--- src/rtl/lcd_controller.sv ---
// lcd_controller: power-up delay, HD44780 init player and two-port arbiter in front of a 4-bit LCD driver
//
// Ports:
//   clk, reset_n         system clock, asynchronous active-low reset
//   a_req/a_data/a_ack   character-write port: level request, ASCII byte, one-cycle done pulse
//   b_req/b_cmd/b_ack    raw-command port: level request, command byte, one-cycle done pulse
//   drv_data/drv_valid/drv_is_cmd/drv_ready
//                        driver handshake: byte, one-cycle start strobe, command flag, driver ready
//   init_done            high once the init list has been played
//   busy                 high in every state except IDLE
//   cur_col/cur_row      tracked cursor position
//
// Build option: define LCD_CURSOR_TRACK_EN to track the cursor and insert automatic
// line-wrap commands. Without it, cur_col/cur_row read 0 and no wrap commands are issued.
module lcd_controller #(
    parameter int POWERUP_CYCLES = 750000,
    parameter int COLS           = 16
) (
    input  logic       clk,
    input  logic       reset_n,
    input  logic       a_req,
    input  logic [7:0] a_data,
    output logic       a_ack,
    input  logic       b_req,
    input  logic [7:0] b_cmd,
    output logic       b_ack,
    output logic [7:0] drv_data,
    output logic       drv_valid,
    output logic       drv_is_cmd,
    input  logic       drv_ready,
    output logic       init_done,
    output logic       busy,
    output logic [3:0] cur_col,
    output logic       cur_row
);
    localparam int CW = POWERUP_CYCLES > 1 ? $clog2(POWERUP_CYCLES) : 1;

    typedef enum logic [2:0] {PWRUP, INIT, IDLE, ISSUE, WAIT_LO, WAIT_HI} state_t;
    // Who owns the transfer in flight; decides what happens when it completes.
    typedef enum logic [1:0] {K_INIT, K_A, K_B, K_WRAP} kind_t;

    state_t          state;
    kind_t           kind;
    logic [CW-1:0]   cnt;
    logic [2:0]      idx;
    logic            last_a;
    logic            grant_a;
    logic [7:0]      init_byte;

    // Round robin: A wins unless B is also waiting and A had the previous grant.
    assign grant_a = a_req && (!b_req || !last_a);
    assign busy    = state != IDLE;

    always_comb begin
        init_byte = idx == 3'd0 ? 8'h33 :
                    idx == 3'd1 ? 8'h32 :
                    idx == 3'd2 ? 8'h28 :
                    idx == 3'd3 ? 8'h0C :
                    idx == 3'd4 ? 8'h06 : 8'h01;
    end

`ifdef LCD_CURSOR_TRACK_EN
    localparam logic [3:0] LAST_COL = 4'(COLS - 1);
    logic [3:0] col;
    logic       row;
    assign cur_col = col;
    assign cur_row = row;
`else
    assign cur_col = 4'd0;
    assign cur_row = 1'b0;
`endif

    always_ff @(posedge clk or negedge reset_n) begin
        if (!reset_n) begin
            state      <= PWRUP;
            kind       <= K_INIT;
            cnt        <= '0;
            idx        <= 3'd0;
            last_a     <= 1'b0;
            drv_data   <= 8'h00;
            drv_valid  <= 1'b0;
            drv_is_cmd <= 1'b1;
            a_ack      <= 1'b0;
            b_ack      <= 1'b0;
            init_done  <= 1'b0;
`ifdef LCD_CURSOR_TRACK_EN
            col        <= 4'd0;
            row        <= 1'b0;
`endif
        end else begin
            drv_valid <= 1'b0;
            a_ack     <= 1'b0;
            b_ack     <= 1'b0;
            case (state)
                PWRUP: begin
                    if (cnt == CW'(POWERUP_CYCLES - 1))
                        state <= INIT;
                    else
                        cnt <= cnt + 1'b1;
                end
                INIT: begin
                    drv_data   <= init_byte;
                    drv_is_cmd <= 1'b1;
                    kind       <= K_INIT;
                    drv_valid  <= drv_ready;
                    state      <= ISSUE;
                end
                IDLE: begin
                    // While an ack is showing, the requester has not yet dropped req.
                    if (!a_ack && !b_ack && (a_req || b_req)) begin
                        drv_data   <= grant_a ? a_data : b_cmd;
                        drv_is_cmd <= !grant_a;
                        kind       <= grant_a ? K_A : K_B;
                        last_a     <= grant_a;
                        drv_valid  <= drv_ready;
                        state      <= ISSUE;
                    end
                end
                ISSUE: begin
                    // The strobe is one cycle wide; a stalled entry re-arms it once ready returns.
                    if (drv_valid)
                        state <= WAIT_LO;
                    else
                        drv_valid <= drv_ready;
                end
                WAIT_LO: begin
                    if (!drv_ready)
                        state <= WAIT_HI;
                end
                WAIT_HI: begin
                    if (drv_ready) begin
                        state <= IDLE;
                        case (kind)
                            K_INIT: begin
                                if (idx == 3'd5) begin
                                    init_done <= 1'b1;
`ifdef LCD_CURSOR_TRACK_EN
                                    col       <= 4'd0;
                                    row       <= 1'b0;
`endif
                                end else begin
                                    idx   <= idx + 3'd1;
                                    state <= INIT;
                                end
                            end
                            K_A: begin
`ifdef LCD_CURSOR_TRACK_EN
                                if (col == LAST_COL) begin
                                    // Line full: move the display cursor to the other row before acking.
                                    col        <= 4'd0;
                                    row        <= !row;
                                    drv_data   <= row ? 8'h80 : 8'hC0;
                                    drv_is_cmd <= 1'b1;
                                    kind       <= K_WRAP;
                                    drv_valid  <= drv_ready;
                                    state      <= ISSUE;
                                end else begin
                                    col   <= col + 4'd1;
                                    a_ack <= 1'b1;
                                end
`else
                                a_ack <= 1'b1;
`endif
                            end
                            K_B: begin
`ifdef LCD_CURSOR_TRACK_EN
                                if (drv_data == 8'h01 || drv_data == 8'h02) begin
                                    col <= 4'd0;
                                    row <= 1'b0;
                                end else if (drv_data[7]) begin
                                    col <= drv_data[3:0] > LAST_COL ? LAST_COL : drv_data[3:0];
                                    row <= drv_data[6];
                                end
`endif
                                b_ack <= 1'b1;
                            end
                            K_WRAP: a_ack <= 1'b1;
                        endcase
                    end
                end
                default: state <= PWRUP;
            endcase
        end
    end
endmodule

--- config.mk ---
export PLATFORM = sky130hd
export DESIGN_NAME = lcd_controller
export DESIGN_NICKNAME = d
export VERILOG_FILES = /design/src/rtl/lcd_controller.sv
export SDC_FILE = /design/constraint.sdc
export NUM_CORES = 1
export LEC_CHECK = 0
export CAP_MARGIN = 25
export CORE_MARGIN = 2
export CORE_UTILIZATION = 45
export DETAILED_ROUTE_END_ITERATION = 7
export GPL_ROUTABILITY_DRIVEN = 0
export PLACE_DENSITY = 0.69
export SYNTH_ARGS = -nofsm -noshare
export SYNTH_HDL_FRONTEND = slang
export SYNTH_SLANG_ARGS = --single-unit
--- constraint.sdc ---
create_clock -name clk -period 2.1 [get_ports clk]
set_input_delay 0.315 -clock clk [delete_from_list [all_inputs] [get_ports clk]]
set_output_delay 0.315 -clock clk [all_outputs]
set_load 0.005 [all_outputs]
==> impl_results.md, run 1 <==
- Seq. cell area: 1050 µm²
- GRT Residual Overflow: 0
- # IOs: 40
- Post-synth EDFFs: 0
- Antenna Cells: 0
- First-pass GRT wire length: 7560 µm
- Row Count: 25
- TNS Setup: 0 ps
- Adder-cell share of the synthesized area: 3.30%
- Pins Over Slew Limit: 0
- Hold crit path type: primary input to asynchronous set/reset pin
- Crit Path Category: flop to output port
- Status: completed
- Share of post-route cells with drive strength above 1: 16.9%
- Vias: 1720
- Post-synthesis xor/xnor area fraction: 8.08%
- Min Tclk post-route: 2010 ps
- DRT iter0 DRCs: 55
- Crit end category: output port
- Compound-Gate Fraction of Synth Area: 10.1%
- Top post-synthesis cells by area: dfrtp_1 (45%), xnor2_1 (6.5%), mux2_2 (3.5%)
- Core Box Area: 4790 µm²
- Final Power: 1.55 mW
- Routed WL per cell: 12.7 µm
- CP Data Required Time: 1780 ps
- Initial Utilization: 47.6%
- Max clock buf depth: 2
- Crit Path Max Fanout: 6
- FF+latch count, synth: 42
- Cell Area, Synth: 2280 µm²
- TritonRoute pass-1 iters: 6
- Port Buffers: 34
- Number of nets still failing antenna checks after routing: 0
- Static Leak: 1.33 nW
- Total GRT Usage: 17.6%
- Max cap viols: 0
- Vias/cell: 4.99
- Synth top area share: 45.1%
- Die Wd: 75.1 µm
- Clk sink count: 42
- Die Y: 75.1 µm
- Die area: 5650 µm²
- Num CTS Buffers: 5
- Ys flop type: dfrtp_1
- Largest net degree at the start of global routing: 43
- Final Non-Filler Cells: 345
- Pwr/cell area: 533 nW/µm²
- CTS clock-pin slew for the worst setup and hold paths: 90 ps
- Synth warn: 0
- Post-synthesis mux area share: 5.22%
- Max IR drop VDD: 0.329 mV
- Number of fill cells: 423
- Pre-CTS WS: 61.9 ps
- Final WS setup: 86.1 ps
- H-tree levels: 2
- DRC viols: 0
- Relative slew slack: 65.0%
- Fin nets: 304
- Largest family of logic cells by synthesized area: simple AND/OR/NAND/NOR gates
- Area grow syn2layout: 27.3%
- Worst hold margin: 79.9 ps
- Clk_lat worst skew: 290 ps
- Initial antenna violation count: 0
- Asr flop ratio synth: 100%
- Cells after synthesis: 227
- Worst Setup Start Kind: flop
- Fin. Hold Viols: 0
- Number of setup violations in the final report: 0
- Fin crit share: 95.9%
- Area share of and/or/nand/nor cells after synthesis: 21.1%
- FMAX: 497 MHz
- WL final: 4380 µm
- Multi-input gate area: 1110 µm²
- Synth area leader: dfrtp_1
- Post-DP HPWL: 3140 µm
- Cell Count Post-Placement: 330
- Worst path arrival time: 1700 ps
- Clk_skew: 16.1 ps
- Post-synthesis cell type count: 48
- CTS tree: built
- Mean post-synth cell area: 10.0 µm²
- Register area share after synthesis: 46.2%
- Worst Tran Pin Value: 525 ps
- Root buf cell: clkbuf_8
- Vias in the first global route: 1692
-- final cells by class --
class / count / share of cell area [%]
multi-input combinational: 163 / 38.5
tap: 67 / 2.89
timing repair buffer: 53 / 16.6
inverter: 12 / 1.68
clock buffer: 7 / 2.98
sequential: 42 / 36.3
clock inverter: 1 / 1.04
-- worst paths after layout --
| path | startpoint | endpoint | slack [ps] | cells after the start |
|---|---|---|---|---|
| setup / recovery | state[1]$_DFFE_PN0P_ | busy | 90 | 5 |
| hold / removal | reset_n | state[0]$_DFFE_PN0P_ | 80 | 2 |
| setup reg to reg | state[0]$_DFFE_PN0P_ | cnt[4]$_DFFE_PN0P_ | 250 | 4 |
| hold reg to reg | cnt[19]$_DFFE_PN0P_ | cnt[19]$_DFFE_PN0P_ | 480 | 1 |
| max in group asynchronous | reset_n | drv_is_cmd$_DFFE_PN1P_ | 1650 | 2 |
| min in group clk | cnt[19]$_DFFE_PN0P_ | cnt[19]$_DFFE_PN0P_ | 480 | 1 |
-- synthesized netlist by cell type, drive strengths merged (9+ instances only) --
| cell type | number |
|---|---|
| a21oi | 11 |
| and3 | 9 |
| buf | 11 |
| dfrtp | 41 |
| inv | 12 |
| nand2 | 14 |
| nand3 | 11 |
| nand4 | 10 |
| nor2 | 12 |
| o21ai | 14 |
| xnor2 | 17 |
-- placed cells by master, fill, tap and decap left out, drive strengths merged, types with 2 or more instances in the layout --
master         instances
a211oi                 4
a21boi                 2
a21oi                 11
and2                   2
and3                   9
buf                   20
clkbuf                 7
clkdlybuf4s50         33
conb                   5
dfrtp                 41
ha                     6
inv                   11
mux2                   7
mux2i                  4
nand2                 14
nand3                 11
nand4                 10
nor2                  12
nor2b                  3
nor3                   7
nor3b                  3
nor4                   2
o21ai                 14
or3                    2
xnor2                 17
xor2                   4
-- through the flow --
stage	util [%]	instance area [µm²]
floorplan	-	2290
global placement	56.7	2710
detailed placement	56.7	2710
CTS	59.1	2830
global route	60.5	2900
finish	60.5	2900
-- cells by family (layout without fill, tap and decap cells) --
family | after synthesis | after routing
xor gates and xnor gates | 21 | 21
buffers and inverters | 26 | 73
muxes | 11 | 11
adders and majority gates | 6 | 6
other | 1 | 5
DFF | 42 | 42
and+or+nand+nor | 82 | 82
AOI/OAI and AO/OA | 38 | 38
-- state kept, by name, indices dropped and copies added, names as in the netlist --
register    cells
a_ack           1
b_ack           1
cnt            20
drv_data        8
drv_is_cmd      1
drv_valid       1
idx             3
init_done       1
kind            2
last_a          1
state           3
-- report_power, final --
part           switching [mW]  internal [mW]
logic                  0.0328         0.0468
clock network           0.270          0.388
registers                   0          0.808
total                   0.303           1.24
-- what timing repair did --
action                     4_1_cts  5_1_grt
hold endpoints to repair         0        0
hold buffers                     0        0
setup buffers                    0        7
gates resized for setup          0        3
setup endpoints to repair        0        2
-- worst max-delay path, cell delays in order, from the launching register on --
cell	delay, ps
dfrtp_1	380
buf_6	130
clkinvlp_4	130
nor3_4	240
inv_2	80
clkdlybuf4s50_1	450
-- per-layer routing --
metal / vias to the layer above / wire [µm] / global-route usage (%)
li1: 881 / - / -
met1: 815 / 2160 / 23.5
met2: 22 / 2050 / 28.4
met3: 2 / 143 / 5.22
met4: 0 / 22 / 4.09
met5: - / 0 / 0
(Power assumes the default switching activity.)
==> run 2, diff against run 1 <==
--- a/config.mk
+++ b/config.mk
@@ -10,6 +10,7 @@
 export CORE_UTILIZATION = 45
 export DETAILED_ROUTE_END_ITERATION = 7
 export GPL_ROUTABILITY_DRIVEN = 0
+export HOLD_SLACK_MARGIN = 0.1
 export PLACE_DENSITY = 0.69
 export SYNTH_ARGS = -nofsm -noshare
 export SYNTH_HDL_FRONTEND = slang
==> run 2 against run 1 <==
  * Sequential power is essentially flat
  * Worst hold slack improved by 400 ps
  * Worst setup slack lost 0.66 ps
  * Via count is 0.52% higher
  * Final area grew 0.35%
==> impl_results.md, run 2 (synthesis results as in run 1) <==
- Clk_lat worst skew: 290 ps
- Commonest non-fill, non-tap cell in the layout: dfrtp_1
- Hold crit path type: flop to flop
- Pwr/cell area: 532 nW/µm²
- Crit-path slowest cell: clkdlybuf4s50_1
- Number of setup violations in the final report: 0
- Seq. cell area: 1050 µm²
- Final Power: 1.55 mW
- Min Tclk post-route: 2010 ps
- R2r endpoint: cnt[4]$_DFFE_PN0P_
- Max FFs per register: 20
- Num CTS Buffers: 5
- Relative slew slack: 65.1%
- First-pass GRT wire length: 7560 µm
- Vias/cell: 5.00
- Worst path buffer plus inverter count: 4
- Multi-input gate area: 1110 µm²
- Pins Over Slew Limit: 0
- # IOs: 40
- Worst reg2reg path depth: 4
- Worst Tran Pin Value: 524 ps
- Crit-path cells: buf_6 -> clkinvlp_4 -> nor3_4 -> inv_2 -> clkdlybuf4s50_1
- Core Box Area: 4790 µm²
- Clk_skew: 16.1 ps
- R2R Setup Slk: 250 ps
- Number of fill cells: 424
- Commonest cells after routing, fill and taps aside: dfrtp_1 (41), clkdlybuf4s50_1 (33), buf_4 (18), xnor2_1 (17)
- Vias: 1729
- Max IR drop VDD: 0.329 mV
- Clk sink count: 42
- DRT iter0 DRCs: 49
- Stages on worst setup path: 5
- Max cap viols: 0
- Largest net degree at the start of global routing: 43
- Total GRT Usage: 17.6%
- Endpoint, Worst Hold: cnt[19]$_DFFE_PN0P_
- Crit end category: output port
- Worst path arrival time: 1700 ps
- Share of post-route cells with drive strength above 1: 16.8%
- Fin. Hold Viols: 0
- Initial antenna violation count: 0
- Row Count: 25
- CP Data Required Time: 1780 ps
- Largest delay share family, worst path: buffers and inverters
- Max clock buf depth: 2
- Status: completed
- CTS tree: built
- FMAX: 496 MHz
- Post-DP HPWL: 3140 µm
- Root buf cell: clkbuf_8
- Final Non-Filler Cells: 346
- Number of nets still failing antenna checks after routing: 0
- Static Leak: 1.33 nW
- H-tree levels: 2
- Launching point of the worst reg2reg path: state[0]$_DFFE_PN0P_
- TritonRoute pass-1 iters: 6
- Hold path start: cnt[19]$_DFFE_PN0P_
- Die Wd: 75.1 µm
- Die Y: 75.1 µm
- GRT Residual Overflow: 0
- Routed WL per cell: 12.6 µm
- Initial Utilization: 47.6%
- Fin nets: 305
- Antenna Cells: 0
- Crit Path Category: flop to output port
- Cell Count Post-Placement: 330
- Vias in the first global route: 1692
- Port Buffers: 34
- DRC viols: 0
- WL final: 4370 µm
- Largest registers: cnt: 20 flops, drv_data: 8 flops
- Area grow syn2layout: 27.7%
- Die area: 5650 µm²
- Fin crit share: 95.9%
- Worst hold stages: 1
- Crit Path Max Fanout: 6
- CTS clock-pin slew for the worst setup and hold paths: 90 ps
- CP peak stage delay: 450 ps
- Most flops, register: cnt
- Worst Setup Start Kind: flop
==> run 2: metrics by stage <==
| stage | setup slack (ps) | cell area (µm²) | hold slack, ps | util [%] | TNS (ps) |
|---|---|---|---|---|---|
| after floorplan | 416 | 2290 | 19.4 | - | 0 |
| after global placement | 81.4 | 2710 | 420 | 56.7 | 0 |
| after detailed placement | 61.9 | 2710 | 423 | 56.7 | 0 |
| after CTS | 45.5 | 2840 | 477 | 59.3 | 0 |
| after global routing | -21.4 | 2910 | 485 | 60.8 | -21.4 |
| final | 85.5 | 2910 | 478 | 60.8 | 0 |
==> run 2: final cells by class <==
cell class                      count  share of cell area, %
Clock buffer                        7                   2.97
Clock inverter                      1                   1.03
Inverter                           12                   1.68
Multi-Input combinational cell    163                   38.3
Sequential cell                    42                   36.2
Tap cell                           67                   2.88
Timing Repair Buffer               54                   16.9
==> run 2: layer usage <==
layer	track usage, %	part of all wire (%)
met5	0	0
met4	4.09	0.50
met3	5.22	3.4
met2	28.4	47
met1	23.5	49
==> run 2: power breakdown <==
group	switching (mW)	internal, mW
logic	0.0329	0.0480
clock network	0.270	0.388
registers	0	0.808
==> run 2: repair_timing <==
item	in CTS	in global routing
setup buffers	0	7
hold endpoints to repair	12	0
hold buffers	1	0
resized for setup	0	3
setup endpoints to repair	0	2
==> run 2: how the worst max path moves through the flow <==
stage / startpoint / end / slack, ps
after global placement: drv_ready / idx[1]$_DFFE_PN0P_ / 80
after detailed placement: drv_ready / idx[1]$_DFFE_PN0P_ / 60
after global routing: state[1]$_DFFE_PN0P_ / busy / -20
final: state[1]$_DFFE_PN0P_ / busy / 90
after floorplan: cnt[6]$_DFFE_PN0P_ / cnt[14]$_DFFE_PN0P_ / 420
after CTS: state[1]$_DFFE_PN0P_ / busy / 50
==> run 2: worst reg2reg max path, stage by stage (launching register included) <==
cell and delay [ps]:
dfrtp_1 400, nor3_1 420, a21boi_4 500, or2b_1 290
xnor2_1 120
==> run 3, diff against run 2 <==
--- a/config.mk
+++ b/config.mk
@@ -8,10 +8,12 @@
 export CAP_MARGIN = 25
 export CORE_MARGIN = 2
 export CORE_UTILIZATION = 45
+export CTS_BUF_LIST = sky130_fd_sc_hd__clkbuf_4
 export DETAILED_ROUTE_END_ITERATION = 7
 export GPL_ROUTABILITY_DRIVEN = 0
 export HOLD_SLACK_MARGIN = 0.1
 export PLACE_DENSITY = 0.69
+export SKIP_LAST_GASP = 1
 export SYNTH_ARGS = -nofsm -noshare
 export SYNTH_HDL_FRONTEND = slang
 export SYNTH_SLANG_ARGS = --single-unit
==> run 3 against run 2 <==
  * Combinational power hardly changed
  * Sequential cell count is the same
  * Clock skew grew 10 ps
  * Via count shrank 0.58%
  * Critical path depth is the same
  * Worst hold slack better by 5.6 ps
  * Sequential power barely moved
  * Utilization down 0.94 points
  * Die area unchanged
  * Non-clock buffer count down 1
  * Power fell by 8.5%
  * Sequential share of layout area grew 0.57 points
  * Critical path type unchanged
  * Largest power group unchanged
==> impl_results.md, run 3 (synthesis results as in run 1) <==
- Worst Tran Pin Value: 522 ps
- Fin nets: 304
- Root buf cell: clkbuf_4
- Pwr/cell area: 495 nW/µm²
- Post-Place Cell Area: 2710 µm²
- Crit end category: output port
- Final WS setup: 64.7 ps
- H-tree levels: 2
- Die area: 5650 µm²
- Vias in the first global route: 1692
- Clk sink count: 42
- Pre-CTS WS: 61.9 ps
- Vias: 1719
- Crit Path Max Fanout: 5
- GRT Residual Overflow: 0
- CP Capture Point: busy
- Largest registers: cnt: 20 flops, drv_data: 8 flops
- Crit Path Category: flop to output port
- Share of post-route cells with drive strength above 1: 16.5%
- Hold crit path type: flop to flop
- Number of nets still failing antenna checks after routing: 0
- Fin. Hold Viols: 0
- Largest net degree at the start of global routing: 43
- Num CTS Buffers: 5
- Min Tclk post-route: 2040 ps
- Max FFs per register: 20
- Clk_lat worst skew: 370 ps
- Row Count: 25
- Worst path arrival time: 1720 ps
- CP Data Required Time: 1780 ps
- # IOs: 40
- Static Leak: 1.31 nW
- Core Box Area: 4790 µm²
- Die Wd: 75.1 µm
- Vias/cell: 4.98
- Max cap viols: 0
- R2R Setup Slk: 240 ps
- FMAX: 491 MHz
- TritonRoute pass-1 iters: 4
- First-pass GRT wire length: 7510 µm
- WL final: 4360 µm
- Die Y: 75.1 µm
- Worst Setup Start Kind: flop
- Max clock buf depth: 2
- RSZ-0062 raised after global routing: true
- Commonest non-fill, non-tap cell in the layout: dfrtp_1
- Commonest cells after routing, fill and taps aside: dfrtp_1 (41), clkdlybuf4s50_1 (33), xnor2_1 (17), buf_4 (17)
- Antenna Cells: 0
- Final Util: 59.8%
- Status: completed
- Number of setup violations in the final report: 0
- CTS tree: built
- Pins Over Slew Limit: 0
- CTS clock-pin slew for the worst setup and hold paths: 140 ps
- Max IR drop VDD: 0.294 mV
- R2r endpoint: cnt[4]$_DFFE_PN0P_
- Initial antenna violation count: 0
- Clk_skew: 26.5 ps
- DRC viols: 0
- Area grow syn2layout: 25.7%
- Total GRT Usage: 17.4%
- Post-DP HPWL: 3140 µm
- Initial Utilization: 47.6%
- Fin area: 2860 µm²
- Most flops, register: cnt
- Launching point of the worst reg2reg path: state[0]$_DFFE_PN0P_
- Worst reg2reg path depth: 4
- Crit. Startpoint: state[1]$_DFFE_PN0P_
- Worst hold margin: 484 ps
- DRT iter0 DRCs: 56
- Routed WL per cell: 12.6 µm
- Fin crit share: 96.9%
- Relative slew slack: 65.2%
- Port Buffers: 34
==> run 3: worst min-delay path by stage <==
stage                              startpoint                      end  slack (ps)  cells past startpoint
final                     cnt[19]$_DFFE_PN0P_      cnt[19]$_DFFE_PN0P_         480                      1
after global routing      cnt[19]$_DFFE_PN0P_      cnt[19]$_DFFE_PN0P_         490                      1
after CTS                 cnt[19]$_DFFE_PN0P_      cnt[19]$_DFFE_PN0P_         480                      1
after floorplan                       reset_n          a_ack$_DFF_PN0_          20                      0
after global placement                reset_n  drv_data[2]$_DFFE_PN0P_         420                      2
after detailed placement              reset_n       cnt[3]$_DFFE_PN0P_         420                      2
==> run 3: critical path, stage by stage, from the launching register on <==
cell,delay [ps]
dfrtp_1,390
buf_6,120
clkinvlp_4,100
nor3_4,220
inv_2,80
clkdlybuf4s50_1,450
==> run 3: power breakdown <==
group | switching (mW) | internal, mW
clock | 0.266 | 0.261
sequential | 0 | 0.809
combinational | 0.0329 | 0.0480
==> run 3: routing by layer <==
metal / global-route usage [%] / vias up / routed length (µm) / part of all wire [%]
li1: - / 879 / - / -
met2: 28.6 / 25 / 2010 / 46
met1: 23.2 / 807 / 2130 / 49
met5: 0 / - / 0 / 0
met4: 6.43 / 0 / 76 / 1.7
met3: 3.21 / 8 / 147 / 3.4
==> run 3: layout make-up <==
cell class,count,area (µm²)
multi-input combinational,163,1110
inverter,12,48.8
timing repair buffer,53,484
tap,67,83.8
sequential,42,1050
clock inverter,2,33.8
clock buffer,6,45.0
fill,427,1920
==> run 3: through the flow <==
step                std cells  power (mW)  setup TNS (ps)
floorplan                 231       0.852               0
global placement          330       0.905               0
detailed placement        330       0.905               0
CTS                       340        1.43               0
global route              345        1.46           -11.6
finish                    345        1.42               0
==> run 3: what timing repair did <==
| action | in CTS | in global routing |
|---|---|---|
| gates resized for setup | 1 | 2 |
| setup endpoints to repair | 1 | 2 |
| pin swaps | 0 | 1 |
| hold buffers | 1 | 0 |
| setup buffers | 1 | 5 |
| hold endpoints to repair | 41 | 0 |
